`src/rtl/ddr_pkg.sv`:
```
// Shared DDR definitions: command encodings, address layout, refresh interval
// and the arbiter state type. Used by the arbiter and the DDR controller.
package ddr_pkg;

  localparam int DDR_ADDR_W = 24;
  localparam int DDR_DATA_W = 32;
  localparam int DDR_BA_W   = 2;
  localparam int DDR_ROW_W  = 13;
  localparam int DDR_COL_W  = 9;

  // 7.8 us between auto-refreshes at 133 MHz
  localparam int DDR_REFRESH_CYCLES = 1037;

  typedef enum logic [1:0] {
    OP_NOP     = 2'b00,
    OP_READ    = 2'b01,
    OP_WRITE   = 2'b10,
    OP_REFRESH = 2'b11
  } ddr_op_t;

  typedef enum logic [1:0] {
    ST_IDLE      = 2'd0,
    ST_ISSUE     = 2'd1,
    ST_WAIT_DONE = 2'd2
  } arb_state_t;

  // Address layout is {BA[1:0], row[12:0], col[8:0]}
  function automatic logic [DDR_ADDR_W-1:0] ddr_pack_addr(
    input logic [DDR_BA_W-1:0]  ba,
    input logic [DDR_ROW_W-1:0] row,
    input logic [DDR_COL_W-1:0] col
  );
    return {ba, row, col};
  endfunction

endpackage

```
`src/rtl/ddr_refresh_timer.sv`:
```
// Auto-refresh interval timer. Counts enabled cycles, ticks once per interval
// and latches a sticky overrun if an interval expires while the previous
// refresh has still not been handed to the controller.
module ddr_refresh_timer
  import ddr_pkg::*;
#(
  parameter int REFRESH_CYCLES = DDR_REFRESH_CYCLES
) (
  input  logic clk133_p,
  input  logic rst,
  input  logic i_enable,
  input  logic i_pending,
  output logic o_tick,
  output logic o_overrun
);

  localparam int CW = (REFRESH_CYCLES > 2) ? $clog2(REFRESH_CYCLES) : 1;
  localparam logic [CW-1:0] LAST = CW'(REFRESH_CYCLES - 1);

  logic [CW-1:0] r_count;
  logic          r_overrun;

  assign o_tick    = i_enable && (r_count == LAST);
  assign o_overrun = r_overrun;

  // Interval counter: advances only while enabled, wraps at the last cycle
  always_ff @(posedge clk133_p) begin
    if (rst) begin
      r_count <= '0;
    end else if (i_enable) begin
      r_count <= o_tick ? '0 : r_count + CW'(1);
    end
  end

  // Sticky overrun: a wrap while the earlier refresh is still waiting
  always_ff @(posedge clk133_p) begin
    if (rst) begin
      r_overrun <= 1'b0;
    end else if (o_tick && i_pending) begin
      r_overrun <= 1'b1;
    end
  end

endmodule

```
`src/rtl/ddr_arbiter.sv`:
```
// DDR command arbiter: picks between auto-refresh, display reads and draw
// writes, presents one command at a time on a valid/ready command bus and
// waits for the controller to finish it before granting the next.
// Handshake: cmd_valid rises with the fields already stable; fields hold until
// a cycle with cmd_valid && cmd_ready, which is the single accept cycle and
// the cycle the winner's ack is high.
module ddr_arbiter
  import ddr_pkg::*;
#(
  parameter int REFRESH_CYCLES = DDR_REFRESH_CYCLES,
  parameter int STARVE_LIMIT   = 16
) (
  input  logic                  clk133_p,
  input  logic                  rst,
  input  logic                  init_done,
  input  logic                  disp_req,
  input  logic [DDR_ADDR_W-1:0] disp_addr,
  output logic                  disp_ack,
  output logic [DDR_DATA_W-1:0] disp_rdata,
  output logic                  disp_rvalid,
  input  logic                  draw_req,
  input  logic [DDR_ADDR_W-1:0] draw_addr,
  input  logic [DDR_DATA_W-1:0] draw_wdata,
  output logic                  draw_ack,
  output logic                  cmd_valid,
  input  logic                  cmd_ready,
  output logic [1:0]            cmd_op,
  output logic [DDR_ADDR_W-1:0] cmd_addr,
  output logic [DDR_DATA_W-1:0] cmd_wdata,
  input  logic                  ctl_done,
  input  logic [DDR_DATA_W-1:0] ctl_rdata,
  input  logic                  ctl_rvalid,
  output logic                  refresh_overrun,
  output logic [1:0]            o_dbg_state
);

  localparam int SW = $clog2(STARVE_LIMIT + 1);
  localparam logic [SW-1:0] STARVE_MAX = SW'(STARVE_LIMIT);

  arb_state_t            r_state;
  logic                  r_cmd_valid;
  ddr_op_t               r_cmd_op;
  logic [DDR_ADDR_W-1:0] r_cmd_addr;
  logic [DDR_DATA_W-1:0] r_cmd_wdata;
  logic                  r_refresh_pending;
  logic [SW-1:0]         r_starve;
  logic                  r_disp_rvalid;
  logic [DDR_DATA_W-1:0] r_disp_rdata;

  logic w_accept;
  logic w_ref_hs;
  logic w_tick;
  logic w_read_window;
  logic w_grant_ref;
  logic w_grant_draw;
  logic w_grant_disp;

  assign w_accept      = r_cmd_valid && cmd_ready;
  assign w_ref_hs      = w_accept && (r_cmd_op == OP_REFRESH);
  assign w_read_window = (r_state == ST_WAIT_DONE) && (r_cmd_op == OP_READ);

  assign cmd_valid       = r_cmd_valid;
  assign cmd_op          = r_cmd_op;
  assign cmd_addr        = r_cmd_addr;
  assign cmd_wdata       = r_cmd_wdata;
  assign disp_rvalid     = r_disp_rvalid;
  assign disp_rdata      = r_disp_rdata;
  assign o_dbg_state     = r_state;
  // Acks mark the accept cycle; a reset in that cycle abandons the command
  assign disp_ack        = w_accept && (r_cmd_op == OP_READ) && !rst;
  assign draw_ack        = w_accept && (r_cmd_op == OP_WRITE) && !rst;

  ddr_refresh_timer #(
    .REFRESH_CYCLES(REFRESH_CYCLES)
  ) u_refresh_timer (
    .clk133_p (clk133_p),
    .rst      (rst),
    .i_enable (init_done),
    .i_pending(r_refresh_pending && !w_ref_hs),
    .o_tick   (w_tick),
    .o_overrun(refresh_overrun)
  );

  // Grant priority in IDLE: refresh, starved draw, display, draw
  always_comb begin
    w_grant_ref  = 1'b0;
    w_grant_draw = 1'b0;
    w_grant_disp = 1'b0;
    if (r_state == ST_IDLE && init_done) begin
      if (r_refresh_pending)                      w_grant_ref  = 1'b1;
      else if (draw_req && r_starve == STARVE_MAX) w_grant_draw = 1'b1;
      else if (disp_req)                          w_grant_disp = 1'b1;
      else if (draw_req)                          w_grant_draw = 1'b1;
    end
  end

  // Command FSM: latch the winner, offer it, then wait for completion
  always_ff @(posedge clk133_p) begin
    if (rst) begin
      r_state     <= ST_IDLE;
      r_cmd_valid <= 1'b0;
      r_cmd_op    <= OP_NOP;
      r_cmd_addr  <= '0;
      r_cmd_wdata <= '0;
    end else begin
      case (r_state)
        ST_IDLE: begin
          if (w_grant_ref) begin
            r_cmd_op    <= OP_REFRESH;
            r_cmd_addr  <= '0;
            r_cmd_wdata <= '0;
          end else if (w_grant_draw) begin
            r_cmd_op    <= OP_WRITE;
            r_cmd_addr  <= draw_addr;
            r_cmd_wdata <= draw_wdata;
          end else if (w_grant_disp) begin
            r_cmd_op    <= OP_READ;
            r_cmd_addr  <= disp_addr;
            r_cmd_wdata <= '0;
          end
          if (w_grant_ref || w_grant_draw || w_grant_disp) begin
            r_cmd_valid <= 1'b1;
            r_state     <= ST_ISSUE;
          end
        end
        ST_ISSUE: begin
          if (cmd_ready) begin
            r_cmd_valid <= 1'b0;
            r_state     <= ST_WAIT_DONE;
          end
        end
        ST_WAIT_DONE: begin
          if (ctl_done) r_state <= ST_IDLE;
        end
        default: r_state <= ST_IDLE;
      endcase
    end
  end

  // Refresh pending: set by a timer wrap, cleared when the refresh is accepted
  always_ff @(posedge clk133_p) begin
    if (rst) begin
      r_refresh_pending <= 1'b0;
    end else if (w_tick) begin
      r_refresh_pending <= 1'b1;
    end else if (w_ref_hs) begin
      r_refresh_pending <= 1'b0;
    end
  end

  // Starve counter: display grants taken while a draw write is waiting
  always_ff @(posedge clk133_p) begin
    if (rst) begin
      r_starve <= '0;
    end else if (!draw_req || w_grant_draw) begin
      r_starve <= '0;
    end else if (w_grant_disp && r_starve != STARVE_MAX) begin
      r_starve <= r_starve + SW'(1);
    end
  end

  // Read return: pass controller data through only while a READ is outstanding
  always_ff @(posedge clk133_p) begin
    if (rst) begin
      r_disp_rvalid <= 1'b0;
      r_disp_rdata  <= '0;
    end else begin
      r_disp_rvalid <= w_read_window && ctl_rvalid;
      if (w_read_window && ctl_rvalid) r_disp_rdata <= ctl_rdata;
    end
  end

endmodule
```
`config.mk`:
```
export PLATFORM = sky130hd
export DESIGN_NAME = ddr_arbiter
export DESIGN_NICKNAME = d
export VERILOG_FILES = /design/src/rtl/ddr_pkg.sv /design/src/rtl/ddr_refresh_timer.sv /design/src/rtl/ddr_arbiter.sv
export SDC_FILE = /design/constraint.sdc
export NUM_CORES = 1
export LEC_CHECK = 0
export CAP_MARGIN = 10
export CORE_MARGIN = 2
export CORE_UTILIZATION = 40
export DETAILED_ROUTE_END_ITERATION = 8
export HOLD_SLACK_MARGIN = 0.08
export MAX_ROUTING_LAYER = met4
export PLACE_DENSITY_LB_ADDON = 0.1
export RECOVER_POWER = 25
export SKIP_LAST_GASP = 1
export SLEW_MARGIN = 0
export SYNTH_ARGS = -nofsm -noshare
export SYNTH_HDL_FRONTEND = slang
export SYNTH_HIERARCHICAL = 1
export SYNTH_SLANG_ARGS = --single-unit
```
`constraint.sdc`:
```
create_clock -name clk133_p -period 2.6 [get_ports clk133_p]
set_input_delay 0.52 -clock clk133_p [delete_from_list [all_inputs] [get_ports clk133_p]]
set_output_delay 0.52 -clock clk133_p [all_outputs]
set_load 0.02 [all_outputs]
```
==> results.cfg, run 1 <==
[layout]
drive_gt1_share_pct = 5.74
final_common_cell = clkdlybuf4s50_1
multiInputGateArea_um2 = 1930
regArea_um2 = 2240
stdcell_area_um2 = 6900
diodes = 0
fillers = 887
area_growth_pct = 59.0
final_net_count = 799
most-common-layout-cells = clkdlybuf4s50_1 (208), dfxtp_1 (112), nand2_1 (74)

[critical_path]
worstPathArrival_ps = 2540
critical_path.most_common_cell = buf_12
critPathMaxStageDelay_ps = 500
critical_path_required_ps = 2880
critical-path-slowest-cell = or4b_4
critPathLaunchType = input port
criticalPathCategory = input port to flip-flop
family_of_cells_with_the_greatest_summed_delay_on_the_critical_path = buffers and inverters
critical_path.n_buffers_inverters = 3
critPathMaxFanout = 34
end_kind = flip-flop
cells_traversed_along_the_worst_timing_path = clkdlybuf4s50_1, or4b_4, a211oi_4, buf_12, buf_12, a22oi_1, nor2_1

[die]
coreArea_um2 = 10700
initial_utilization_pct = 40.6
std_cell_rows = 38
die_w_um = 108
die_h_um = 108
boundaryPins = 217
die_area_um2 = 11700

[cts]
clk_latency_ps = 370
clk_pin_slew_ps = 100
max-clock-path-buffers = 2
clock-sinks = 112
cts_hold_repair.buffers = 0
tritoncts_clock_tree = yes
ctsHtreeMaxLevel = 3
root_buffer = clkbuf_8
numCtsBuffers = 9

[grt]
number_of_antenna_violations_at_the_first_check_in_global_routing = 0
grt_first_pass_wirelength_um = 19800
grt_pass1_vias = 4191
grt_start_max_net_pins = 74
grt-ovfl-total = 0
grt_util_all_layers_pct = 21.9

[placement]
placed_cell_area_um2 = 6670
detailed_place_hpwl_um = 9230
weighted_congestion_at_the_end_of_routability_driven_global_placement = 0.784
io_buffer_count = 216

[route]
post_drt_via_cell_ratio = 5.10
firstDrtPassIters = 5
drtAntennaViolNets = 0
wire_per_inst_um = 15.4
drtIter0Drc = 198
routed-via-count = 4179
drc = 0
drt_wl_total_um = 12600

[power_and_ir_drop]
clockPowerShare_pct = 33.1
design_power_total_mw = 3.51
power.share.combinational_pct = 15.6
power.static_leakage_nw = 2.40
switchingPower_mw = 0.835
ir_worst_vdd_mv = 0.265
power.internal_mw = 2.67
swShare_pct = 23.8
power_frac_seq_pct = 51.3
cellPowerDensity_nw_per_um2 = 508

[sta]
worstMarginPinSlew_ps = 1460
max_freq_ghz = 0.443
final-max-slew-violation-count = 0
clock-skew-final_ps = 7.77
min_period_over_period_pct = 86.8
grt_setup_unrepaired = no
tns_ps = 0
maxSlewHeadroom_pct = 2.88
setup_viol_count_final = 0
min_period_ps = 2260
fin_worst_hold_slack_ps = 434
hold_viol = 0

[yosys]
synth.ff_latch_count = 112
post_synth_inst_count = 466
syn_nets = 590
yosysUniqueCellTypes = 45
synth_sequential_area_ratio_pct = 51.7
ys.flop_type = dfxtp_1
postSynth.asyncResetShare_pct = 0
syn-cell-area_um2 = 4340
yosysWarnings = 6
synth_edf_count = 0
synth_area_per_cell_um2 = 9.31

[job]
cap_viol_max_count = 0

[worst_hold_path]
worstHoldPathType = input port to flip-flop

[outcome]
outcome = finished, final reports clean
-- path summary, 6_finish.rpt --
path	startpoint	end	slack [ps]	cells after the start
worst min-delay path	rst	cmd_wdata[2]	430	2
worst min register to register	disp_rdata[1]	disp_rdata[1]	460	2
worst max-delay path	init_done	cmd_wdata[22]	340	7
worst max register to register	o_dbg_state[1]	cmd_wdata[22]	490	6
-- what timing repair did --
item | in CTS | in global routing
hold endpoints to repair | 0 | 0
endpoints found under the setup margin | 0 | 2
setup buffers | 0 | 0
resized for setup | 0 | 2
-- cells in the mapped netlist, types with 4 or more instances --
cell type	count	area share [%]
nand3_1	6	0.69
a21oi_1	44	5.1
nand4_1	6	0.87
o21ai_0	5	0.58
mux2i_1	24	5.5
dfxtp_1	112	52
nor3_1	4	0.46
xor2_1	5	1.0
or3_1	5	0.72
a22oi_1	32	5.5
ha_1	4	1.2
buf_2	7	0.81
nand2b_1	4	0.58
inv_1	8	0.69
clkbuf_1	21	1.8
nand2_1	74	6.4
nor2_1	42	3.6
o2bb2ai_1	24	4.8
-- registers in the layout, summed over array words and instances (netlist names) --
register,count
r_starve,5
o_dbg_state,2
disp_rdata,32
r_refresh_pending,1
u_refresh_timer/o_overrun,1
cmd_addr,24
cmd_valid,1
cmd_op,2
u_refresh_timer/r_count,11
disp_rvalid,1
cmd_wdata,32
-- kinds of logic (layout without fill, tap and decap cells) --
kind of cell               count (synthesis)  count (layout)  share of synthesized area (%)
and+or+nand+nor                          158             158                           16.5
AOI/OAI and AO/OA                        121             121                           19.6
buffers and inverters                     41             255                           4.35
xor gates and xnor gates                   6               6                           1.21
DFF                                      112             112                           51.7
adders and majority gates                  4               4                           1.15
muxes                                     24              24                           5.54
-- area by class of cell --
type | instances | area share (%)
inverter | 8 | 0.435
clock inverter | 5 | 1.14
tap | 140 | 2.54
timing repair buffer | 231 | 33.2
clock buffer | 11 | 2.19
sequential | 112 | 32.5
multi-input combinational | 313 | 28.0
-- metal layers --
| metal | vias to the layer above | global-route usage (%) | part of all wire [%] |
|---|---|---|---|
| met5 | - | - | 0 |
| met4 | 0 | 6.96 | 1.8 |
| met3 | 17 | 5.85 | 7.1 |
| met2 | 151 | 37.8 | 50 |
| met1 | 1949 | 24.8 | 41 |
| li1 | 2062 | - | - |
-- metrics by stage --
step | util [%] | cells | setup WS [ps]
6_report | 64.5 | 820 | 343
4_1_cts | 64.5 | 820 | 45.0
5_1_grt | 64.5 | 820 | 234
3_5_place_dp | 62.4 | 804 | -19.3
3_3_place_gp | 62.4 | 804 | 44.9
2_1_floorplan | - | 466 | 610
-- power by group through the flow --
stage,combinational [mW],sequential [mW],clock (mW)
floorplan,0.161,1.89,0
global route,0.584,1.81,1.26
finish,0.546,1.80,1.16
global placement,0.546,1.84,0
detailed placement,0.553,1.84,0
CTS,0.555,1.80,1.20
(Power assumes the default switching activity.)
==> run 2: changes to the inputs <==
Settings changed: GPL_TIMING_DRIVEN set to 0.
==> results.cfg, run 2 (synthesis results as in run 1) <==
[outcome]
outcome = finished, final reports clean

[route]
drc = 0
wire_per_inst_um = 15.5
post_drt_via_cell_ratio = 5.10
drtAntennaViolNets = 0
drt_wl_total_um = 13000
routed-via-count = 4268
firstDrtPassIters = 5
drtIter0Drc = 189

[sta]
clock-skew-final_ps = 15.1
maxSlewHeadroom_pct = 38.2
max_freq_ghz = 0.400
final-max-slew-violation-count = 0
setup_viol_count_final = 0
hold_viol = 0
grt_setup_unrepaired = no
setup_ws_ps = 98.8
tns_ps = 0
fin_worst_hold_slack_ps = 455
worstMarginPinSlew_ps = 915
min_period_ps = 2500
min_period_over_period_pct = 96.2

[critical_path]
critPathMaxFanout = 10
critical_path_required_ps = 2080
end_kind = primary output
critPathLaunchType = input port
criticalPathCategory = input port to primary output
worstPathArrival_ps = 1980

[die]
std_cell_rows = 38
boundaryPins = 217
die_h_um = 108
initial_utilization_pct = 40.6
coreArea_um2 = 10700
die_w_um = 108
die_area_um2 = 11700

[layout]
multiInputGateArea_um2 = 1910
regArea_um2 = 2240
most-common-layout-cells = clkdlybuf4s50_1 (169), dfxtp_1 (112), nand2_1 (74)
postLayoutCoreUtil_pct = 64.4
area_growth_pct = 58.8
final_common_cell = clkdlybuf4s50_1
drive_gt1_share_pct = 5.16
fillers = 937
diodes = 0
post_layout_nonfiller_instances = 837
final_net_count = 816

[placement]
placed_cells_incl_taps = 821
weighted_congestion_at_the_end_of_routability_driven_global_placement = 0.822
io_buffer_count = 215
detailed_place_hpwl_um = 10100
pre_cts_ws_ps = -322

[grt]
grt-ovfl-total = 0
grt_start_max_net_pins = 21
grt_pass1_vias = 4313
grt_first_pass_wirelength_um = 20400
number_of_antenna_violations_at_the_first_check_in_global_routing = 0
grt_util_all_layers_pct = 22.7
grt.busiest_layer = met2
grt_util_met3_pct = 8.86
globalRouteMet2Util_pct = 38.8
grt.met1_usage_pct = 24.8

[job]
cap_viol_max_count = 0

[cts]
max-clock-path-buffers = 2
cts_hold_repair.buffers = 0
root_buffer = clkbuf_8
clock-sinks = 112
clk_latency_ps = 380
ctsHtreeMaxLevel = 3
clk_pin_slew_ps = 100
tritoncts_clock_tree = yes
numCtsBuffers = 9

[power_and_ir_drop]
power.static_leakage_nw = 2.50
cellPowerDensity_nw_per_um2 = 513
ir_worst_vdd_mv = 0.263

[worst_hold_path]
worstHoldPathType = flip-flop to flip-flop
[run 2: changes by cell type in the layout (fill, tap and decap cells not counted), moves of 6 or more]
| cell | previous run | this run |
|---|---|---|
| dlygate4sd3_1 | 5 | 44 |
| buf_2 | 1 | 7 |
| clkbuf_1 | 2 | 21 |
| buf_4 | 10 | 3 |
| clkdlybuf4s50_1 | 208 | 169 |
[run 2: final timing paths]
kind | start | endpoint | slack, ps | cells past startpoint
setup / recovery | rst | draw_ack | 100 | 4
hold / removal | disp_rdata[15] | disp_rdata[15] | 450 | 2
setup reg to reg | o_dbg_state[1] | cmd_wdata[18] | 520 | 6
hold reg to reg | disp_rdata[15] | disp_rdata[15] | 450 | 2
[run 2: layout make-up]
cell class	instances	share of cell area, %
inverters	8	0.436
well taps	140	2.54
clock inverters	7	1.58
repair buffers	215	31.2
flip-flops and latches	112	32.5
plain buffers	33	2.22
clock buffers	9	1.80
multi-input cells	313	27.7
[run 2: power breakdown]
group / internal [mW] / leakage (nW) / switching [mW]
combinational: 0.303 / 1.48 / 0.236
clock: 0.566 / 0.118 / 0.629
sequential: 1.77 / 0.908 / 0.0351
[run 2: timing repair]
action	4_1_cts	5_1_grt
setup buffers	0	0
gates resized for setup	3	2
endpoints found under the setup margin	2	1
[run 2: through the flow]
step	total power, mW	area (um2)
floorplan	2.05	4340
global placement	2.38	6670
detailed placement	2.39	6670
CTS	3.58	6900
global route	3.69	6890
finish	3.54	6890
[run 2: per-layer routing]
metal / vias to the layer above / share of wire [%]
met1: 1992 / 41
met5: - / 0
met3: 14 / 8.5
met2: 171 / 49
met4: 0 / 1.6
li1: 2091 / -
[run 2: critical path: stages]
cell	delay (ps)
clkdlybuf4s50_1	520
clkbuf_2	260
nor4b_1	310
dlygate4sd1_1	370
==> run 3: changes to the inputs <==
Settings changed: CTS_CLUSTER_SIZE set to 25, GPL_ROUTABILITY_DRIVEN set to 0, SKIP_CTS_REPAIR_TIMING set to 1.
==> results.cfg, run 3 (synthesis results as in run 1) <==
[sta]
clock-skew-final_ps = 16.6
final-max-slew-violation-count = 0
max_freq_ghz = 0.419
setup_viol_count_final = 0
min_period_over_period_pct = 91.9
min_period_ps = 2390
grt_setup_unrepaired = no
hold_viol = 0
maxSlewHeadroom_pct = 37.9
worstMarginPinSlew_ps = 919

[cts]
ctsHtreeMaxLevel = 3
numCtsBuffers = 9
clk_latency_ps = 380
clock-sinks = 112
root_buffer = clkbuf_8
max-clock-path-buffers = 2
clk_pin_slew_ps = 100
tritoncts_clock_tree = yes

[critical_path]
critical_path_required_ps = 2080
worstPathArrival_ps = 1870
critPathLaunchType = input port
end_of_the_critical_path = draw_ack
worstSetupStartpoint = rst
end_kind = primary output
rr_startpoint = o_dbg_state[1]
critPathMaxFanout = 10
timing.reg2reg.worst_path_depth = 6
timing.reg2reg.setup_slack_ps = 520
r2r_end = cmd_wdata[18]
criticalPathCategory = input port to primary output

[grt]
grt_first_pass_wirelength_um = 20400
grt-ovfl-total = 0
grt_util_all_layers_pct = 22.7
grt_pass1_vias = 4313
grt_start_max_net_pins = 21
number_of_antenna_violations_at_the_first_check_in_global_routing = 0

[power_and_ir_drop]
design_power_total_mw = 3.54
power.static_leakage_nw = 2.53
swShare_pct = 25.6
switchingPower_mw = 0.905
clockPowerShare_pct = 33.9
ir_worst_vdd_mv = 0.264
cellPowerDensity_nw_per_um2 = 513
power.share.combinational_pct = 15.2
power_frac_seq_pct = 50.9
power.internal_mw = 2.64

[placement]
placed_cell_area_um2 = 6670
io_buffer_count = 215
detailed_place_hpwl_um = 10100

[layout]
multiInputGateArea_um2 = 1910
final_common_cell = clkdlybuf4s50_1
area_growth_pct = 59.0
diodes = 0
drive_gt1_share_pct = 5.16
most-common-layout-cells = clkdlybuf4s50_1 (169), dfxtp_1 (112), nand2_1 (74)
final_net_count = 816
stdcell_area_um2 = 6900
fillers = 935
regArea_um2 = 2240

[route]
firstDrtPassIters = 5
drc = 0
routed-via-count = 4253
post_drt_via_cell_ratio = 5.08
drt_wl_total_um = 13000
drtAntennaViolNets = 0
wire_per_inst_um = 15.5
drtIter0Drc = 171

[die]
boundaryPins = 217
initial_utilization_pct = 40.6
die_w_um = 108
die_area_um2 = 11700
coreArea_um2 = 10700
std_cell_rows = 38
die_h_um = 108

[outcome]
outcome = finished, final reports clean

[job]
cap_viol_max_count = 0

[worst_hold_path]
worstHoldPathType = flip-flop to flip-flop
==> run 3: cell types whose count changed in the layout (fill, tap and decap cells not counted), sizes merged <==
cell	delta
dlygate4sd2	-1
buf	+1
clkbuf	-1
dlygate4sd1	-1
dlymetal6s2s	+2
==> run 3: how the worst min path moves through the flow <==
stage | start | endpoint | slack [ps] | depth (start not counted)
after detailed placement | cmd_addr[4] | cmd_addr[4] | 450 | 1
after floorplan | r_starve[1] | r_starve[1] | 460 | 2
after global routing | disp_rdata[9] | disp_rdata[9] | 480 | 2
after global placement | disp_rdata[31] | disp_rdata[31] | 440 | 2
after CTS | disp_rdata[15] | disp_rdata[15] | 460 | 2
final | disp_rdata[15] | disp_rdata[15] | 460 | 2
==> run 3: area by class of cell <==
type	instances	share of cell area, %
sequential	112	32.5
clock buffer	9	1.80
tap	140	2.54
timing repair buffer	215	31.3
clock inverter	7	1.58
inverter	8	0.435
multi-input combinational	313	27.7
buffer	33	2.21
==> run 3: worst max-delay path: stages <==
cell             delay (ps)
clkdlybuf4s50_1         520
buf_2                   250
nor4b_1                 290
dlymetal6s2s_1          280
==> run 3: power by group through the flow <==
stage	sequential, mW	combinational, mW	clock, mW
2_1_floorplan	1.89	0.161	0
3_3_place_gp	1.84	0.539	0
3_5_place_dp	1.84	0.548	0
4_1_cts	1.80	0.550	1.23
5_1_grt	1.81	0.577	1.30
6_report	1.80	0.539	1.20
==> run 3: metrics by stage <==
stage               instances  util [%]  hold slack, ps  setup slack, ps  TNS (ps)
finish                    837      64.5             455              211         0
global route              837      64.5             483             97.5         0
CTS                       837      64.5             463             -334      -542
detailed placement        821      62.3             446             -322     -2670
global placement          821      62.3             441             -317     -1540
floorplan                 466         -             461              610         0
==> run 3: metal layers <==
metal  vias to the layer above  track usage (%)  wire length, um
met5                         -                -                0
met4                         0             5.95              231
met3                        17             8.86             1070
met2                       156             38.8             6370
met1                      1991             24.8             5310
li1                       2089                -                -
